===== config.mk =====
export PLATFORM = sky130hd
export DESIGN_NAME = adder_arbiter
export DESIGN_NICKNAME = d
export VERILOG_FILES = /design/src/rtl/adder_arbiter.sv
export SDC_FILE = /design/constraint.sdc
export NUM_CORES = 1
export LEC_CHECK = 0
export BUFFER_PORTS_ARGS = -buffer_cell sky130_fd_sc_hd__clkbuf_2
export CAP_MARGIN = 20
export CORE_MARGIN = 5
export CORE_UTILIZATION = 24
export DETAILED_ROUTE_END_ITERATION = 8
export GPL_ROUTABILITY_DRIVEN = 0
export MAX_ROUTING_LAYER = met4
export SETUP_SLACK_MARGIN = 0.2
export SLEW_MARGIN = 15
export SYNTH_ARGS = -nofsm -noshare
export SYNTH_HDL_FRONTEND = slang
export SYNTH_SLANG_ARGS = --single-unit

===== constraint.sdc =====
create_clock -name clk -period 2.2 [get_ports clk]
set_input_delay 0 -clock clk [delete_from_list [all_inputs] [get_ports clk]]
set_output_delay 0 -clock clk [all_outputs]
set_load 0.005 [all_outputs]

===== src/rtl/adder_arbiter.sv =====
// Round-robin arbiter sharing one N-bit adder between REQS requesters.
// The winner's operands are captured, summed on the next cycle, and the
// result is returned with the requester index over a valid/ready channel.
module adder_arbiter #(
  parameter int unsigned N    = 8,
  parameter int unsigned REQS = 4,
  localparam int unsigned IDW = $clog2(REQS)
) (
  input  logic                clk,
  input  logic                reset,
  input  logic [REQS-1:0]     req,
  input  logic [REQS*N-1:0]   a_in,
  input  logic [REQS*N-1:0]   b_in,
  input  logic [REQS-1:0]     cin_in,
  output logic [REQS-1:0]     gnt,
  output logic                busy,
  output logic                rsp_valid,
  input  logic                rsp_ready,
  output logic [IDW-1:0]      rsp_id,
  output logic [N-1:0]        rsp_sum,
  output logic                rsp_cout
);

  typedef enum logic [1:0] {
    IDLE    = 2'd0,
    COMPUTE = 2'd1,
    RESPOND = 2'd2
  } state_t;

  state_t          state, state_nxt;
  logic [IDW-1:0]  rr_ptr, rr_ptr_nxt;
  logic [IDW-1:0]  win_q, win_nxt;
  logic [N-1:0]    op_a, op_a_nxt;
  logic [N-1:0]    op_b, op_b_nxt;
  logic            op_cin, op_cin_nxt;
  logic [REQS-1:0] gnt_nxt;
  logic            busy_nxt;
  logic            rsp_valid_nxt;
  logic [IDW-1:0]  rsp_id_nxt;
  logic [N-1:0]    rsp_sum_nxt;
  logic            rsp_cout_nxt;

  logic            found_c;
  logic [IDW-1:0]  win_c;
  int unsigned     idx;
  logic [N-1:0]    sel_a;
  logic [N-1:0]    sel_b;
  logic            sel_cin;
  logic [N:0]      sum_full;

  // Round-robin pick: first set request bit at or after rr_ptr, wrapping.
  always_comb begin
    found_c = 1'b0;
    win_c   = rr_ptr;
    idx     = 0;
    for (int unsigned k = 0; k < REQS; k++) begin
      idx = (32'(rr_ptr) + k) % REQS;
      if (!found_c && req[IDW'(idx)]) begin
        found_c = 1'b1;
        win_c   = IDW'(idx);
      end
    end
  end

  // Select the winning requester's operand slice.
  always_comb begin
    sel_a   = '0;
    sel_b   = '0;
    sel_cin = 1'b0;
    for (int i = 0; i < int'(REQS); i++) begin
      if (win_c == IDW'(i)) begin
        sel_a   = a_in[i*N +: N];
        sel_b   = b_in[i*N +: N];
        sel_cin = cin_in[i];
      end
    end
  end

  // Shared adder on the captured operands.
  assign sum_full = {1'b0, op_a} + {1'b0, op_b} + (N+1)'(op_cin);

  // Next-state and next-output logic.
  always_comb begin
    state_nxt     = state;
    rr_ptr_nxt    = rr_ptr;
    win_nxt       = win_q;
    op_a_nxt      = op_a;
    op_b_nxt      = op_b;
    op_cin_nxt    = op_cin;
    gnt_nxt       = '0;
    busy_nxt      = busy;
    rsp_valid_nxt = rsp_valid;
    rsp_id_nxt    = rsp_id;
    rsp_sum_nxt   = rsp_sum;
    rsp_cout_nxt  = rsp_cout;
    case (state)
      IDLE: begin
        if (found_c) begin
          op_a_nxt   = sel_a;
          op_b_nxt   = sel_b;
          op_cin_nxt = sel_cin;
          win_nxt    = win_c;
          gnt_nxt    = REQS'(1) << win_c;
          busy_nxt   = 1'b1;
          state_nxt  = COMPUTE;
        end
      end
      COMPUTE: begin
        rsp_sum_nxt   = sum_full[N-1:0];
        rsp_cout_nxt  = sum_full[N];
        rsp_id_nxt    = win_q;
        rsp_valid_nxt = 1'b1;
        state_nxt     = RESPOND;
      end
      RESPOND: begin
        if (rsp_valid && rsp_ready) begin
          rsp_valid_nxt = 1'b0;
          rr_ptr_nxt    = (win_q == IDW'(REQS-1)) ? '0 : win_q + IDW'(1);
          busy_nxt      = 1'b0;
          state_nxt     = IDLE;
        end
      end
      default: begin
        state_nxt = IDLE;
      end
    endcase
  end

  // State and output registers with synchronous reset.
  always_ff @(posedge clk) begin
    if (reset) begin
      state     <= IDLE;
      rr_ptr    <= '0;
      win_q     <= '0;
      op_a      <= '0;
      op_b      <= '0;
      op_cin    <= 1'b0;
      gnt       <= '0;
      busy      <= 1'b0;
      rsp_valid <= 1'b0;
      rsp_id    <= '0;
      rsp_sum   <= '0;
      rsp_cout  <= 1'b0;
    end else begin
      state     <= state_nxt;
      rr_ptr    <= rr_ptr_nxt;
      win_q     <= win_nxt;
      op_a      <= op_a_nxt;
      op_b      <= op_b_nxt;
      op_cin    <= op_cin_nxt;
      gnt       <= gnt_nxt;
      busy      <= busy_nxt;
      rsp_valid <= rsp_valid_nxt;
      rsp_id    <= rsp_id_nxt;
      rsp_sum   <= rsp_sum_nxt;
      rsp_cout  <= rsp_cout_nxt;
    end
  end

endmodule


# == After elaboration in Yosys (flattened, before gate mapping) ==
# Cells that the tools add are included.
# word_totals
register_bits,40
in_bits,75
# classes
shift,1
magnitude_cmp,4
reduce_logical,17
n_bitwise,2
mux,35
eq_ne,8
add_sub_neg,6
# op_table
cell,count
8-bit 2-to-1 mux,8
1-bit 2-to-1 mux,14
"2-bit by 3-bit < comparator with 1-bit output, second input constant",4
2-bit 2-to-1 mux,6
8-bit by 8-bit adder with 9-bit output,1
9-bit by 1-bit adder with 9-bit output,1
1-bit binary-select mux with 2-bit select,4
"2-bit == test, second input constant",4
2-bit AND reduction,4
2-bit case mux with 3 select lines,1
"2-bit by 1-bit adder with 2-bit output, second input constant",2
"2-bit adder, second input constant",2
"2-bit by 1-bit == test with 1-bit output, second input constant",2
1-bit logical AND,4
2-bit logical NOT,2
"2-bit != test, second input constant",2
1-bit case mux with 2 select lines,2
2-bit nonzero test,2
"1-bit by 2-bit << shifter with 4-bit output, first input constant",1
1-bit logical NOT,3
3-bit AND reduction,1
3-bit OR reduction,1
1-bit inverter,2

# == Longest topological paths before layout ==
# Gate-level depths: netlist of run 1.
# depth
ltp_word,17
depth_mapped,8
depth_no_buf,8

# == Worst setup path before layout of run 1 ==
# No wires, ideal clock.
# synth_timing
path_type,register -> register
from,register op_a[0]
to,register rsp_sum[5]
setup_slack_ns,0.383
t_arrival_ns,1.695
synth_period_minus_slack_ns,1.817
required_time_ns,2.078
path_stages_with_launch,7
path_buffers,0
path_cell_list,dfxtp_1 fa_1 a21o_1 a21oi_1 o21ai_0 mux2i_1 a311o_1
# synth_via
elab_chain_len,2
# synth_rtl
item,line_no,rtl
"start, declared",33,"logic [N-1:0] op_a, op_a_nxt;"
"start signal, assigned",148,op_a <= op_a_nxt;
8-bit by 8-bit adder with 9-bit output,80,"assign sum_full = {1'b0, op_a} + {1'b0, op_b} + (N+1)'(op_cin);"
9-bit by 1-bit adder with 9-bit output,80,
"end signal, assigned",155,rsp_sum <= rsp_sum_nxt;
"end, declared",20,"output logic [N-1:0] rsp_sum,"
# No other way between the ends.
# A chain may end at the register's enable or synchronous reset.

# == Worst setup path after layout of run 1 ==
# Ends and elaborated chain as after synthesis.

==> results of run 1 <==
==> metrics by stage <==
| stage | hold slack [ns] | util (%) | area, sq um | cells | worst slack (ns) |
|---|---|---|---|---|---|
| final | 0.000130 | 36.7 | 3390 | 507 | 0.320 |
| after global routing | 0.00362 | 36.7 | 3390 | 507 | 0.155 |
| after CTS | 0.000234 | 36.6 | 3380 | 507 | 0.210 |
| after detailed placement | 0.242 | 31.2 | 2880 | 460 | 0.256 |
| after global placement | 0.244 | 31.2 | 2880 | 460 | 0.271 |
| after floorplan | 0.0860 | - | 2270 | 242 | 0.383 |
==> placed cells by master, fill, tap and decap left out, drive strengths merged, types with 2 or more instances in the layout <==
master	netlist	routed
nor4	3	3
a211oi	3	3
clkbuf	4	96
a22oi	17	17
a21oi	15	15
nor2b	5	5
nand2b	8	8
or3	4	4
fa	2	2
nand2	14	14
dfxtp	40	40
ha	8	8
o21a	2	2
nand3	6	6
nor2	17	17
o21ai	8	8
inv	22	22
o221ai	17	17
nor3	5	5
mux2i	21	21
buf	7	9
dlygate4sd3	0	39
==> critical path, cell delays in order, from the launching register on <==
cell	delay (ns)
dfxtp_1	0.34
fa_1	0.45
a21o_1	0.17
a21oi_1	0.21
o21ai_1	0.15
mux2i_1	0.14
a311o_1	0.31
==> cell families (layout without fill, tap and decap cells) <==
group / after synthesis / count (layout) / synth area share, %
buffers and inverters: 33 / 169 / 7.39
and+or+nand+nor: 68 / 68 / 17.0
AOI/OAI and AO/OA: 69 / 69 / 24.5
adders and majority gates: 10 / 10 / 6.17
DFF: 40 / 40 / 35.3
xor gates and xnor gates: 1 / 1 / 0.386
muxes: 21 / 21 / 9.26
==> metal layers <==
metal | routed length, um | vias up | global-route usage [%]
met5 | 0 | - | -
met2 | 3360 | 70 | 21.0
met3 | 338 | 7 | 2.65
met4 | 89 | 0 | 2.92
li1 | - | 1167 | -
met1 | 3150 | 1040 | 15.5
==> timing repair <==
action	in CTS	in global routing
setup endpoints to repair	0	4
endpoints found under the hold margin	18	0
hold buffers	39	0
resized for setup	0	4
==> state kept, by name (all words and copies together), names as in the netlist <==
register   count
op_a           8
state          2
gnt            4
busy           1
rsp_cout       1
rsp_sum        8
rsp_valid      1
rsp_id         2
op_b           8
op_cin         1
rr_ptr         2
win_q          2
==> worst max-delay path by stage <==
stage,slack [ns],start,end
6_report,0.32,op_a[0]$_SDFFE_PP0N_,rsp_sum[5]$_SDFFE_PP0P_
5_1_grt,0.15,op_a[0]$_SDFFE_PP0N_,rsp_sum[6]$_SDFFE_PP0P_
4_1_cts,0.21,op_b[0]$_SDFFE_PP0N_,rsp_sum[6]$_SDFFE_PP0P_
3_5_place_dp,0.26,op_b[0]$_SDFFE_PP0N_,rsp_sum[6]$_SDFFE_PP0P_
3_3_place_gp,0.27,op_a[0]$_SDFFE_PP0N_,rsp_sum[5]$_SDFFE_PP0P_
2_1_floorplan,0.38,op_a[0]$_SDFFE_PP0N_,rsp_sum[5]$_SDFFE_PP0P_
==> layout make-up <==
class,count,share of cell area (%)
Clock inverter,3,1.26
Tap cell,129,4.77
Inverter,22,2.44
Multi-Input combinational cell,169,38.5
Clock buffer,5,2.03
Timing Repair Buffer,139,27.3
Sequential cell,40,23.6
==> power breakdown <==
part / internal, mW / total [mW] / switching, mW
Combinational: 0.290 / 0.569 / 0.278
Clock: 0.336 / 0.606 / 0.270
Sequential: 0.808 / 0.877 / 0.0694
Total: 1.43 / 2.05 / 0.618
==> impl_metrics.ini, run 1 <==
[synthesis]
ys_ff_latch = 40
netlist_top_cells_count = dfxtp_1, inv_1, mux2i_1
synth_ff_type = dfxtp_1
syn_inst = 242
ys_seq_area_share_pct = 35.3
syn-num-nets = 327
yosys.cell_types.count = 46
synth.top_cells.by_area = dfxtp_1, mux2i_1, o221ai_1
yosysMostFrequentCell = dfxtp_1
ys.warnings.count = 0
async_reset_ff_share_pct = 0
synth_top_area_share_pct = 35.3
syn_area_per_cell_sq_um = 9.38
netlist_area_sq_um = 2270
synth_top_area_cell = dfxtp_1
synth-edff-count = 0

[hold_path]
min_from = a_in[27]
worstHoldPathCells = 3
min_to = op_a[3]$_SDFFE_PP0N_
hold_path_class = in2reg

[die]
ios = 92
coreArea_sq_um = 9240
die_x_um = 107
die_area_sq_um = 11500
die_h_um = 107
std_cell_rows = 35
initial_utilization_pct = 24.6

[timing]
relSlewSlack_pct = 70.1
fin_skew_ns = 0.00152
worst_pin_slew_ns = 0.445
hold_viol = 0
rsz0062_at_grt = yes
setup_viol = 0
fmax_mhz = 532
drv_slew = 0
fin_crit_ns = 1.88
fin_tns_setup_ns = 0
fin_crit_sh_pct = 85.4

[critical_path]
regToRegEndpoint = rsp_sum[5]$_SDFFE_PP0P_
path_max_fanout = 3
cp.arrival_ns = 2.07
endpoint_kind = register
worstPathRequired_ns = 2.39
path_class = reg2reg
r2r_start = op_a[0]$_SDFFE_PP0N_
start_kind = register
reg2regPathDepth = 6
rrSetupSlack_ns = 0.32

[finish]
fillers = 968
multi_input_area_sq_um = 1310
n_antenna_cell = 0
drive_above_1_share_pct = 33.9
nNetsFinal = 462
area_growth_pct = 49.2
ff_latch_area_sq_um = 801

[cts]
numClockSinks = 40
htreeDepth = 2
cts_tree = yes
post_cts_buffers = 0
clock_path_buffers = 2
insertion_delay_ns = 0.29
numCtsBuffers = 5
cts_root_buf = clkbuf_8
clk_pin_slew_ns = 0.08

[drt]
drt-initial-drc-count = 88
vias_per_cell = 4.50
final_antenna_net_count = 0
drtPass1Iterations = 4
drc = 0
postRouteWirelength_mm = 6.94
wire_per_inst_um = 13.7
vias = 2284

[global_routing]
grt_antenna_before_repair = 0
track_usage_pct = 12.5
grt_pass1_vias = 2334
grt.overflow.total = 0
grt_max_degree = 21
grt_pass1_wl_mm = 11.3

[placement]
dpl.hpwl_mm = 5.12
io_buffers = 91

[power]
leakagePower_nw = 1.50
vdd_drop_max_uv = 379
p_per_area_nw_per_um2 = 606
power_mw = 2.05

[flow_run]
cap_violations = 0

[outcome]
outcome = finished, final reports clean
No activity file was read; power rests on OpenSTA's default activity.
==> run 2: changes to the inputs <==
--- a/config.mk
+++ b/config.mk
@@ -7,11 +7,15 @@
 export LEC_CHECK = 0
 export BUFFER_PORTS_ARGS = -buffer_cell sky130_fd_sc_hd__clkbuf_2
 export CAP_MARGIN = 20
+export CELL_PAD_IN_SITES_DETAIL_PLACEMENT = 0
+export CELL_PAD_IN_SITES_GLOBAL_PLACEMENT = 1
 export CORE_MARGIN = 5
 export CORE_UTILIZATION = 24
+export CTS_BUF_LIST = sky130_fd_sc_hd__clkbuf_4
 export DETAILED_ROUTE_END_ITERATION = 8
 export GPL_ROUTABILITY_DRIVEN = 0
 export MAX_ROUTING_LAYER = met4
+export PLACE_DENSITY_LB_ADDON = 0.1
 export SETUP_SLACK_MARGIN = 0.2
 export SLEW_MARGIN = 15
 export SYNTH_ARGS = -nofsm -noshare
==> constraint.sdc (replaced) <==
create_clock -name clk -period 2.4 [get_ports clk]
set_input_delay 0 -clock clk [delete_from_list [all_inputs] [get_ports clk]]
set_output_delay 0 -clock clk [all_outputs]
set_load 0.005 [all_outputs]
==> run 2 against run 1 <==
Count of clock-buffer cells in the layout grew 2. Via count grew 4.2%. Clock power shrank 39%. Critical endpoint is now op_a[0]$_SDFFE_PP0N_. Largest power group unchanged.
==> impl_metrics.ini, run 2 (synthesis results as in run 1) <==
[outcome]
outcome = finished, final reports clean

[critical_path]
critical_path.cell_chain = or3_1, nand4b_1, nand2_4, mux2i_1, dlygate4sd3_1, o221ai_1
cp.arrival_ns = 2.29
max_stage_delay_ns = 0.58
endpoint_kind = register
start_kind = register
path_max_fanout = 8
path_class = reg2reg
cp_slowest_cell = dlygate4sd3_1
worstPathRequired_ns = 2.65

[cts]
insertion_delay_ns = 0.36
post_cts_buffers = 0
numClockSinks = 40
clock_path_buffers = 2
clk_pin_slew_ns = 0.14
cts_root_buf = clkbuf_4
cts_tree = yes
htreeDepth = 2
numCtsBuffers = 5

[timing]
hold_viol = 0
setup_viol = 0
worst_pin_slew_ns = 1.00
fin_crit_ns = 2.04
setup_slack_ns = 0.360
fin_tns_setup_ns = 0
fin_skew_ns = 0.0208
relSlewSlack_pct = 33.1
rsz0062_at_grt = no
drv_slew = 0
fin_crit_sh_pct = 85.0
fmax_mhz = 490

[die]
die_area_sq_um = 11500
coreArea_sq_um = 9240
die_h_um = 107
std_cell_rows = 35
ios = 92
die_x_um = 107
initial_utilization_pct = 24.6

[flow_run]
cap_violations = 0

[global_routing]
track_usage_pct = 14.1
grt_pass1_vias = 2527
grt_max_degree = 22
grt_pass1_wl_mm = 12.4
grt_antenna_before_repair = 0
grt.overflow.total = 0

[power]
swShare_pct = 32.4
pwr-share-comb_pct = 32.1
switchingPower_mw = 0.561
leakagePower_nw = 1.60
p_clk_share_pct = 21.4
vdd_drop_max_uv = 193
pwr-share-seq_pct = 46.5
p_per_area_nw_per_um2 = 478
internal-power_mw = 1.17

[drt]
drc = 0
final_antenna_net_count = 0
postRouteWirelength_mm = 7.58
drt-initial-drc-count = 87
drtPass1Iterations = 4
wire_per_inst_um = 14.1
vias_per_cell = 4.44
vias = 2379

[finish]
reg_top3 = op_a (8), op_b (8), rsp_sum (8)
nNetsFinal = 491
final_cell_mix = clkbuf_2, dlygate4sd3_1, dfxtp_1, inv_1, mux2i_1
drive_above_1_share_pct = 31.0
n_antenna_cell = 0
area_growth_pct = 59.8
layout_commonest_cell = clkbuf_2

[placement]
post-place-ws_ns = 0.368
dpl.hpwl_mm = 5.39
io_buffers = 91

[hold_path]
hold_path_class = in2reg
[run 2: through the flow]
step / hold WS [ns] / cells / power, mW / cell area [sq um] / utilization (%)
6_report: 0.142 / 536 / 1.73 / 3630 / 39.3
5_1_grt: 0.161 / 536 / 1.86 / 3630 / 39.3
4_1_cts: 0.0902 / 536 / 1.75 / 3620 / 39.2
3_5_place_dp: 0.243 / 459 / 1.29 / 2870 / 31.1
3_3_place_gp: 0.242 / 459 / 1.29 / 2870 / 31.1
2_1_floorplan: 0.0860 / 242 / 1.10 / 2270 / -
[run 2: path summary, 6_finish.rpt]
check,endpoint,slack (ns),cells past startpoint,start
setup / recovery,op_a[0]$_SDFFE_PP0N_,0.36,6,rr_ptr[1]$_SDFFE_PP0P_
hold / removal,rr_ptr[0]$_SDFFE_PP0P_,0.14,2,reset
setup reg to reg,op_a[0]$_SDFFE_PP0N_,0.36,6,rr_ptr[1]$_SDFFE_PP0P_
hold reg to reg,rsp_id[1]$_SDFFE_PP0P_,0.46,2,rsp_id[1]$_SDFFE_PP0P_
[run 2: metal layers]
layer	vias to the layer above	share of wire (%)	routed length (um)	track usage (%)
li1	1230	-	-	-
met1	1091	43	3250	16.4
met2	50	52	3930	24.8
met3	8	4.4	337	2.83
met4	0	0.94	71	3.29
met5	-	0	0	-
[run 2: power groups by stage]
stage | sequential [mW] | combinational, mW | clock (mW)
after floorplan | 0.803 | 0.295 | 0
after global placement | 0.822 | 0.469 | 0
after detailed placement | 0.822 | 0.468 | 0
after CTS | 0.808 | 0.559 | 0.385
after global routing | 0.817 | 0.627 | 0.413
final | 0.805 | 0.556 | 0.371
[run 2: cell type report]
cell class,instances,area [sq um]
fillers,947,5610
multi-input cells,169,1310
repair buffers,168,1220
flip-flops and latches,40,802
well taps,129,161
inverters,22,82.6
clock buffers,7,52.6
clock inverters,1,3.75
[run 2: what timing repair did]
| item | in CTS | in global routing |
|---|---|---|
| endpoints found under the setup margin | 0 | 3 |
| hold endpoints to repair | 18 | 0 |
| gates resized for setup | 0 | 2 |
| hold buffers | 69 | 0 |
[run 2: critical path, delay by kind of cell, from the launching register on]
kind	cells	cell delay, ns
AO/OA/AOI/OAI	1	0.09
flip-flops	1	0.38
multiplexers	1	0.19
buffers and inverters	1	0.58
AND/OR/NAND/NOR	3	0.72
